$ cat src/rtl/nn_pkg.sv
// rtl/nn_pkg.sv - shared neuron types, sequencer states and saturation limits
package nn_pkg;

  typedef enum logic [2:0] {
    IDLE,
    CLEAR,
    BIAS,
    MAC,
    DRAIN,
    CAPTURE
  } state_t;

  localparam int N_DEFAULT = 10;

  function automatic int sat_max(input int n);
    return (1 << (n - 1)) - 1;
  endfunction

  function automatic int sat_min(input int n);
    return -(1 << (n - 1));
  endfunction

  localparam int SAT_MAX = sat_max(N_DEFAULT);
  localparam int SAT_MIN = sat_min(N_DEFAULT);

endpackage

$ cat src/rtl/fx_mul_sat.sv
// rtl/fx_mul_sat.sv - combinational Q-format signed multiply, arithmetic shift, saturate
module fx_mul_sat
  import nn_pkg::*;
#(
  parameter int N = 10,
  parameter int Q = 9
) (
  input  logic signed [N-1:0] a,
  input  logic signed [N-1:0] b,
  output logic signed [N-1:0] y
);

  localparam int PW = 2 * N;
  localparam logic signed [PW-1:0] HI = PW'(sat_max(N));
  localparam logic signed [PW-1:0] LO = PW'(sat_min(N));

  logic signed [PW-1:0] p;
  logic signed [PW-1:0] s;

  always_comb begin
    p = a * b;
    // arithmetic shift rounds toward -inf, so small negative products become -1
    s = p >>> Q;
    if (s > HI) begin
      y = HI[N-1:0];
    end else if (s < LO) begin
      y = LO[N-1:0];
    end else begin
      y = s[N-1:0];
    end
  end

endmodule

$ cat src/rtl/neuron_mac_sequencer.sv
// rtl/neuron_mac_sequencer.sv - sequences clear, bias and x*w products into one neuron accumulator
module neuron_mac_sequencer
  import nn_pkg::*;
#(
  parameter int N          = 10,
  parameter int Q          = 9,
  parameter int NUM_INPUTS = 4,
  parameter int CNT_W      = 8
) (
  input  logic                clk,
  input  logic                rst,
  input  logic                start,
  input  logic signed [N-1:0] bias,
  input  logic                in_valid,
  output logic                in_ready,
  input  logic signed [N-1:0] x,
  input  logic signed [N-1:0] w,
  output logic                acc_rst,
  output logic                acc_add,
  output logic signed [N-1:0] acc_a,
  input  logic signed [N-1:0] acc_out,
  output logic signed [N-1:0] result,
  output logic                result_valid,
  output logic                busy
);

  localparam logic [CNT_W-1:0] LAST_IDX = CNT_W'(NUM_INPUTS - 1);

  state_t              state;
  state_t              state_n;
  logic signed [N-1:0] bias_reg;
  logic signed [N-1:0] prod_reg;
  logic signed [N-1:0] prod;
  logic                prod_vld;
  logic [CNT_W-1:0]    count;
  logic                hs;

  fx_mul_sat #(.N(N), .Q(Q)) u_mul (
    .a (x),
    .b (w),
    .y (prod)
  );

  assign in_ready = (state == MAC);
  assign hs       = in_valid & in_ready;
  assign acc_rst  = (state == CLEAR);
  assign busy     = (state != IDLE);
  // accumulator drive comes only from registers, never straight from x/w/in_valid
  assign acc_add  = (state == BIAS) | prod_vld;
  assign acc_a    = (state == BIAS) ? bias_reg : prod_reg;

  always_comb begin
    state_n = state;
    case (state)
      IDLE:    if (start) state_n = CLEAR;
      CLEAR:   state_n = BIAS;
      BIAS:    state_n = MAC;
      MAC:     if (hs && (count == LAST_IDX)) state_n = DRAIN;
      DRAIN:   state_n = CAPTURE;
      CAPTURE: state_n = IDLE;
      default: state_n = IDLE;
    endcase
  end

  always_ff @(posedge clk or negedge rst) begin
    if (!rst) begin
      state        <= IDLE;
      bias_reg     <= '0;
      prod_reg     <= '0;
      prod_vld     <= 1'b0;
      count        <= '0;
      result       <= '0;
      result_valid <= 1'b0;
    end else begin
      state        <= state_n;
      prod_vld     <= hs;
      result_valid <= 1'b0;
      if (hs) prod_reg <= prod;
      case (state)
        IDLE:    if (start) bias_reg <= bias;
        BIAS:    count <= '0;
        MAC:     if (hs) count <= count + 1'b1;
        CAPTURE: begin
          result       <= acc_out;
          result_valid <= 1'b1;
        end
        default: ;
      endcase
    end
  end

endmodule

$ cat config.mk
export PLATFORM = sky130hd
export DESIGN_NAME = neuron_mac_sequencer
export DESIGN_NICKNAME = d
export VERILOG_FILES = /design/src/rtl/nn_pkg.sv /design/src/rtl/fx_mul_sat.sv /design/src/rtl/neuron_mac_sequencer.sv
export SDC_FILE = /design/constraint.sdc
export NUM_CORES = 1
export LEC_CHECK = 0
export BUFFER_PORTS_ARGS = -buffer_cell sky130_fd_sc_hd__buf_2
export CORE_MARGIN = 2
export CORE_UTILIZATION = 51
export DETAILED_ROUTE_END_ITERATION = 7
export GPL_TIMING_DRIVEN = 0
export PLACE_DENSITY = 0.81
export SYNTH_ARGS = -nofsm -noshare
export SYNTH_HDL_FRONTEND = slang
export SYNTH_SLANG_ARGS = --single-unit
$ cat constraint.sdc
create_clock -name clk -period 2.2 [get_ports clk]
set_clock_uncertainty 0.1 [all_clocks]
set_input_delay 0.22 -clock clk [delete_from_list [all_inputs] [get_ports clk]]
set_output_delay 0.22 -clock clk [all_outputs]
set_load 0.01 [all_outputs]
==> flow_metrics.tcl, run 1 <==
set metrics [dict create \
    outcome "finished, violations left" \
    violations "hold timing, setup timing" \
    via_per_inst 5.44 \
    start_kind "input port" \
    synthXorXnorAreaFrac 0.0356 \
    cts.clk_slew.worst_paths_ns 0.05 \
    pin_count 69 \
    stdcell_area_um2 7140 \
    syn_to_final_growth_pct 22.3 \
    max_stage_delay_ns 0.60 \
    initial_utilization 0.518 \
    async_flop_share 1.00 \
    min_period_ns 5.02 \
    hp-class "in -> async" \
    n_antenna_cell 0 \
    clk_latency_ns 0.28 \
    slew_viol_final 0 \
    slowest_stage "fa_2" \
    grt_max_degree 44 \
    crit_family "adder cells" \
    cts_root_buf "clkbuf_16" \
    final-instance-count-excl-fill 864 \
    worst-path-buf-inv 4 \
    synth.ff_latch_count 43 \
    reg2reg_depth 3 \
    cts_buffer_depth 2 \
    cts_tree "done" \
    fill_cells 842 \
    worst_pin_slew_ns 0.949 \
    wl_per_cell_um 15.9 \
    synthAdderAreaFrac 0.411 \
    yosysUniqueCellTypes 57 \
    fin_tns_setup_ns -27.62 \
    placedInstanceArea_um2 6490 \
    relSlewSlack 0.367 \
    hold_ws_ns -0.00985 \
    fin_ws_ns -2.82 \
    cts_hold_buf 0 \
    worstPathRequired_ns 2.26 \
    pre_cts_ws_ns -3.36 \
    drive_gt1_frac 0.245 \
    worstSetupPathType "in -> reg" \
    grt_pass1_vias 5394 \
    rows 39 \
    regArea_um2 1080 \
    cp_common_cell "fa_1" \
    synth_top_family_by_area "adder cells" \
    crit_fanout 8 \
    muxShareOfSynthArea 0.0229 \
    port-buffer-count 53 \
    final_nets 903 \
    cp.depth 19 \
    core_um2 11300 \
    final_hold_viol_count 15 \
    cts_inserted_buffers 5 \
    synth-simple-area-share 0.180 \
    yosysWarningCount 0 \
    synth-edff-count 0 \
    dp.cells 838 \
    maxCapViolations 0 \
    synth_area_um2 5840 \
    multi_input_area_um2 4540 \
    fin_crit_sh 2.28 \
    dieWidth_um 111 \
    track_usage 0.237 \
    rsz0062_at_grt "true" \
    postSynthAreaPerCell_um2 9.09 \
    die_y_um 111 \
    synth_fp_nets 823 \
    grt_pass1_wl_mm 23.9 \
    arrival_ns 5.09 \
    routed_wl_mm 13.7 \
    drcViolationCount 0 \
    place_hpwl_mm 10.2 \
    end_kind "flop" \
    die-area_um2 12300 \
    antenna_found_initial 0 \
    drt_pass1_iterations 4 \
    setup_viol 10 \
    grt-ovfl-total 0 \
    synth-main-ff-cell "dfrtp_1" \
    seq_area_frac_synth 0.184 \
    synth-compound-area-share 0.0727 \
    cts.sinks 43 \
    cts_max_level 2 \
    ant_nets 0 \
    routabilityCongestion 0.872 \
    clock.fmax_mhz 199 \
    drt-initial-drc-count 291 \
    via_count 4700 \
    crit_chain "clkbuf_16, and2_4, fa_2, buf_12, fa_1, fa_1, fa_1, inv_1, fa_1, inv_2, ha_4, nand2_1, o41ai_4, nand4_1, a21o_1, a21oi_4, nor2_4, xor2_2, mux2_4" \
    synth_cells 642 \
]
==> worst reg2reg max path, delay by kind of cell, from the launching register on <==
kind / cells / cell delay, ns
AND/OR/NAND/NOR: 2 / 0.89
flip-flops: 1 / 0.45
multiplexers: 1 / 0.40
==> cell usage after synthesis (2+ instances only) <==
cell type / count / area (µm²)
dfrtp_1: 43 / 1080
nand2b_1: 6 / 37.5
buf_2: 3 / 15.0
o21ai_0: 7 / 35.0
nor3_1: 2 / 10.0
o31a_1: 2 / 17.5
nand2_1: 130 / 488
inv_2: 2 / 7.51
fa_1: 90 / 1800
a211oi_1: 2 / 15.0
nand4_1: 7 / 43.8
a21oi_2: 2 / 17.5
o21a_1: 2 / 15.0
nor2_1: 20 / 75.1
nor4_1: 2 / 12.5
or3_1: 4 / 25.0
xnor2_2: 2 / 32.5
nand3b_1: 2 / 15.0
inv_1: 120 / 450
a2111oi_0: 2 / 17.5
a21o_1: 3 / 22.5
xnor2_1: 11 / 96.3
and3_1: 4 / 25.0
o21ai_1: 10 / 50.1
ha_1: 47 / 588
clkbuf_1: 18 / 67.6
xor2_1: 9 / 78.8
nand3_1: 4 / 20.0
mux2_2: 11 / 124
a21oi_1: 12 / 60.1
nor3b_1: 2 / 15.0
and2_1: 36 / 225
==> final timing paths <==
| kind | from | slack, ns | endpoint |
|---|---|---|---|
| setup / recovery | x[9] | -2.82 | prod_reg[9] |
| hold / removal | rst | -0.01 | result[6] |
| setup reg to reg | state[0] | 0.24 | bias_reg[7] |
| hold reg to reg | result[9] | 0.37 | result[9] |
| max in group asynchronous | rst | 1.42 | count[2] |
| min in group clk | acc_out[6] | 0.03 | result[6] |
==> cell usage in the layout (no fill, tap or decap), drive strengths merged, types with 6 or more instances in the layout <==
cell    Yosys  final
and2       36     36
a21oi      15     15
buf         3     77
inv       122    122
o21ai      17     17
mux2       11     11
fa         90     90
xnor2      13     13
clkbuf     18     23
nand2     130    130
nand4       7      7
xor2        9      9
dfrtp      43     43
nand2b      6      6
ha         47     47
nor2       20     20
==> timing repair <==
item | CTS | global route
gates cloned | 0 | 0
endpoints found under the setup margin | 15 | 19
setup buffers | 17 | 3
gates resized for setup | 61 | 18
pin swaps | 34 | 23
hold endpoints to repair | 0 | 0
==> per-stage QoR <==
| step | hold slack [ns] | utilization |
|---|---|---|
| 2_1_floorplan | -0.176 | - |
| 3_3_place_gp | 0.295 | 0.576 |
| 3_5_place_dp | 0.309 | 0.576 |
| 4_1_cts | 0.0172 | 0.627 |
| 5_1_grt | 0.0365 | 0.633 |
| 6_report | -0.00985 | 0.633 |
==> metal layers <==
| metal | vias to the layer above | share of wire | GRT usage |
|---|---|---|---|
| li1 | 2148 | - | - |
| met1 | 2353 | 0.37 | 0.268 |
| met2 | 153 | 0.55 | 0.457 |
| met3 | 46 | 0.046 | 0.0306 |
| met4 | 0 | 0.033 | 0.0767 |
| met5 | - | 0 | 0 |
==> cell families (layout without fill, tap and decap cells) <==
logic type                 count (synthesis)  in the layout
muxes                                     12             12
xor gates and xnor gates                  22             22
DFF                                       43             43
AOI/OAI and AO/OA                         58             58
adders and majority gates                138            138
buffers and inverters                    144            223
and+or+nand+nor                          225            225
==> area by class of cell <==
| cell class | instances | share of cell area |
|---|---|---|
| sequential | 43 | 0.151 |
| timing repair buffer | 73 | 0.0610 |
| tap | 143 | 0.0251 |
| clock buffer | 6 | 0.0181 |
| buffer | 21 | 0.0430 |
| multi-input combinational | 455 | 0.637 |
| inverter | 123 | 0.0654 |
Power of run 1 is left out: the tool's default activity adds up to more than one toggle a clock period on the data nets, which glitch-free logic cannot reach.
==> inputs of run 2 (changes only) <==
Settings changed: TNS_END_PERCENT set to 10.
==> run 2 against run 1 <==
  * The run still ends with hold timing, setup timing left
  * First-iteration DRC count shrank 15%
  * Count of clock-buffer cells in the layout grew 1
  * Cell count shrank 0.81%
  * Final area shrank 2.0%
  * Core utilization shrank 1.3 points
  * Register-to-register slack lost 0.05 ns
  * Non-clock buffer count shrank 9
  * Highest routed layer unchanged
  * Worst hold slack lost 0.0034 ns
  * Setup slack gained 0.086 ns
  * Wire length shrank 5.8%
  * Critical path depth shrank 1
  * Via count shrank 2.7%
  * Largest cell class unchanged
==> flow_metrics.tcl, run 2 (synthesized netlist as in run 1, its figures left out) <==
set metrics [dict create \
    outcome "finished, violations left" \
    violations "hold timing, setup timing" \
    port-buffer-count 53 \
    via_per_inst 5.33 \
    stdcell_area_um2 6990 \
    antenna_found_initial 0 \
    final_cell_mix "nand2_1, inv_1, fa_1" \
    dp.cells 838 \
    syn_to_final_growth_pct 19.8 \
    fin_crit_sh 2.24 \
    drt-initial-drc-count 246 \
    drcViolationCount 0 \
    ant_nets 0 \
    dieWidth_um 111 \
    final_nets 894 \
    relSlewSlack 0.371 \
    initial_utilization 0.518 \
    final_common_cell "nand2_1" \
    r2r_slack_ns 0.19 \
    track_usage 0.220 \
    fin_ws_ns -2.74 \
    final-instance-count-excl-fill 857 \
    worstSetupPathType "in -> reg" \
    crit_fanout 10 \
    hold_ws_ns -0.0133 \
    grt_pass1_wl_mm 22.4 \
    pin_count 69 \
    drive_gt1_frac 0.231 \
    worst_pin_slew_ns 0.944 \
    cts_tree "done" \
    final_hold_viol_count 42 \
    rows 39 \
    cts_root_buf "clkbuf_16" \
    start_kind "input port" \
    cts_max_level 2 \
    core_um2 11300 \
    grt_max_degree 44 \
    routabilityCongestion 0.882 \
    grt_pass1_vias 5068 \
    rsz0062_at_grt "true" \
    end_kind "flop" \
    cts.sinks 43 \
    grt-ovfl-total 0 \
    cts_inserted_buffers 5 \
    routed_wl_mm 12.9 \
    clk_latency_ns 0.28 \
    arrival_ns 5.00 \
    final_util 0.620 \
    die-area_um2 12300 \
    cts.clk_slew.worst_paths_ns 0.06 \
    r2r-end "count[7]" \
    slew_viol_final 0 \
    drt_pass1_iterations 5 \
    placedInstanceArea_um2 6460 \
    rr_startpoint "state[2]" \
    setup_viol 10 \
    place_hpwl_mm 10.2 \
    wl_per_cell_um 15.1 \
    fill_cells 880 \
    worstPathRequired_ns 2.27 \
    min_period_ns 4.94 \
    n_antenna_cell 0 \
    clock.fmax_mhz 203 \
    hp-class "in -> async" \
    pre_cts_ws_ns -3.40 \
    maxCapViolations 0 \
    reg2reg_depth 9 \
    cts_buffer_depth 2 \
    die_y_um 111 \
    via_count 4572 \
]
run 2: per-layer routing:
metal  up-vias  part of all wire  track usage
li1       2127                 -            -
met1      2241              0.39        0.259
met2       162              0.53        0.409
met3        42             0.052       0.0290
met4         0             0.029       0.0792
met5         -                 0            0
run 2: worst max path at each step:
stage | from | to | slack (ns) | depth (start not counted)
global placement | x[5] | prod_reg[5] | -3.26 | 21
global route | w[8] | prod_reg[5] | -2.97 | 18
detailed placement | x[5] | prod_reg[3] | -3.40 | 21
finish | w[7] | prod_reg[5] | -2.74 | 18
floorplan | x[9] | prod_reg[9] | -2.92 | 18
CTS | x[9] | prod_reg[7] | -2.73 | 18
run 2: metrics by stage:
| stage | hold slack [ns] | TNS, ns |
|---|---|---|
| after global placement | 0.291 | -32.16 |
| after CTS | 0.0151 | -26.84 |
| final | -0.0133 | -26.95 |
| after global routing | 0.0291 | -29.16 |
| after floorplan | -0.176 | -28.59 |
| after detailed placement | 0.313 | -33.40 |
run 2: timing repair:
action                     CTS  global route
gates resized for setup     53            16
setup endpoints to repair   16            15
pin swaps                   31            14
cloned                       0             0
hold buffers                 0             0
buffers inserted             9             2
run 2: worst max-delay path, cell delays in order:
cell and delay [ns]:
buf_4 0.15, and2_1 0.18, fa_1 0.57, fa_1 0.46, fa_1 0.51, fa_1 0.50, inv_1 0.05, fa_1 0.49
inv_2 0.05, ha_4 0.25, a21oi_4 0.17, inv_2 0.07, a2111oi_4 0.44, a21o_1 0.24, and3_4 0.26, nor3_4 0.07
nor4_2 0.26, o21ai_1 0.08
run 2: final cells by class:
cell class	count	area, µm²	share of cell area
multi-input combinational	455	4510	0.645
clock inverter	1	7.51	0.00107
tap	143	179	0.0256
timing repair buffer	64	367	0.0524
inverter	123	467	0.0667
sequential	43	1080	0.154
clock buffer	7	153	0.0218
buffer	21	238	0.0340
Power of run 2 is left out for the same reason.
==> inputs of run 3 (changes only) <==
Settings changed: SETUP_SLACK_MARGIN set to 0.1, SLEW_MARGIN set to 40.
==> run 3 against run 2 <==
  * The flow finishes with violations (setup timing)
  * Fmax is 0.92% lower
  * Non-clock buffer count up 6
  * Wire length is 4.2% higher
  * Count of clock-buffer cells in the layout is the same
  * Critical path depth grew 1
==> flow_metrics.tcl, run 3 (synthesized netlist as in run 1, its figures left out) <==
set metrics [dict create \
    clock.fmax_mhz 201 \
    core_um2 11300 \
    cts_inserted_buffers 5 \
    initial_utilization 0.518 \
    routed_wl_mm 13.5 \
    rsz0062_at_grt "true" \
    min_period_ns 4.98 \
    maxCapViolations 0 \
    antenna_found_initial 0 \
    cp_common_cell "fa_1" \
    place_hpwl_mm 10.2 \
    end_kind "flop" \
    dieWidth_um 111 \
    grt-ovfl-total 0 \
    drcViolationCount 0 \
    grt_max_degree 44 \
    worstPathRequired_ns 2.27 \
    final_hold_viol_count 0 \
    hp-start "acc_out[4]" \
    port-buffer-count 53 \
    cts.clk_slew.worst_paths_ns 0.06 \
    fin_ws_ns -2.78 \
    hp-class "in -> reg" \
    die-area_um2 12300 \
    start_kind "input port" \
    rows 39 \
    crit_chain "clkbuf_16, and2_4, fa_2, buf_6, fa_1, fa_1, fa_1, inv_1, fa_1, inv_2, ha_4, nand2_2, o41ai_4, nand4_1, a21o_1, a21oi_4, nor2_4, xor2_2, mux2_4" \
    setup_viol 10 \
    pin_count 69 \
    grt_pass1_vias 5107 \
    max_stage_delay_ns 0.65 \
    final_common_cell "nand2_1" \
    slew_viol_final 0 \
    grt_pass1_wl_mm 22.9 \
    slowest_stage "fa_2" \
    rr_startpoint "state[0]" \
    syn_to_final_growth_pct 22.8 \
    final_cell_mix "nand2_1, inv_1, fa_1" \
    crit_family "adder cells" \
    cts_tree "done" \
    drt_pass1_iterations 4 \
    wl_per_cell_um 15.6 \
    fin_crit_sh 2.26 \
    fill_cells 847 \
    ant_nets 0 \
    cts.sinks 43 \
    arrival_ns 5.05 \
    worst-path-buf-inv 4 \
    outcome "finished, violations left" \
    cts_max_level 2 \
    via_per_inst 5.35 \
    drive_gt1_frac 0.254 \
    clk_latency_ns 0.28 \
    via_count 4618 \
    routabilityCongestion 0.882 \
    drt-initial-drc-count 277 \
    pre_cts_ws_ns -3.40 \
    n_antenna_cell 0 \
    cts_buffer_depth 2 \
    relSlewSlack 0.636 \
    cts_root_buf "clkbuf_16" \
    worstSetupPathType "in -> reg" \
    crit_fanout 10 \
    startpoint "w[3]" \
    violations "setup timing" \
    track_usage 0.226 \
    worst_pin_slew_ns 0.545 \
    die_y_um 111 \
    final_nets 900 \
]
==> run 3: cell count changes in the layout (fill, tap and decap cells not counted), sizes merged <==
cell | previous run | this run
buf | 68 | 73
dlygate4sd3 | 0 | 1
==> run 3: worst paths after layout <==
kind | cells past startpoint | slack (ns) | end
max | 19 | -2.78 | prod_reg[9]
min | 3 | 0.03 | result[4]
max reg2reg | 3 | 0.22 | bias_reg[4]
min reg2reg | 2 | 0.37 | result[0]
max in group asynchronous | 2 | 1.24 | state[2]
min in group asynchronous | 2 | 0.37 | result[2]
==> run 3: cell type report <==
type / instances / area (µm²) / share of cell area
multi-input combinational: 455 / 4580 / 0.639
sequential: 43 / 1080 / 0.150
inverter: 123 / 467 / 0.0651
timing repair buffer: 70 / 429 / 0.0599
buffer: 21 / 270 / 0.0377
tap: 143 / 179 / 0.0250
clock buffer: 7 / 153 / 0.0213
clock inverter: 1 / 7.51 / 0.00105
==> run 3: routing by layer <==
metal,GRT usage,part of all wire
met5,0,0
met4,0.0808,0.032
met3,0.0268,0.047
met2,0.422,0.53
met1,0.268,0.39
==> run 3: tightest hold or removal path: stages <==
cell and delay [ns]:
buf_2 0.08, nand2_1 0.04, nand2_1 0.04
==> run 3: metrics by stage <==
step	setup TNS (ns)	util	cells	instance area, µm²	hold slack (ns)
after floorplan	-28.59	-	642	6010	-0.176
after global placement	-32.16	0.573	838	6460	0.291
after detailed placement	-33.40	0.573	838	6460	0.139
after CTS	-26.53	0.626	860	7060	0.0246
after global routing	-29.15	0.636	863	7170	0.0291
final	-27.24	0.636	863	7170	0.0276
==> run 3: timing repair <==
action,in CTS,in global routing
pin swaps,47,16
setup endpoints to repair,30,19
gates cloned,1,0
hold buffers,1,0
gates resized for setup,70,23
setup buffers,12,3
hold endpoints to repair,43,0
Power of run 3 is left out for the same reason.
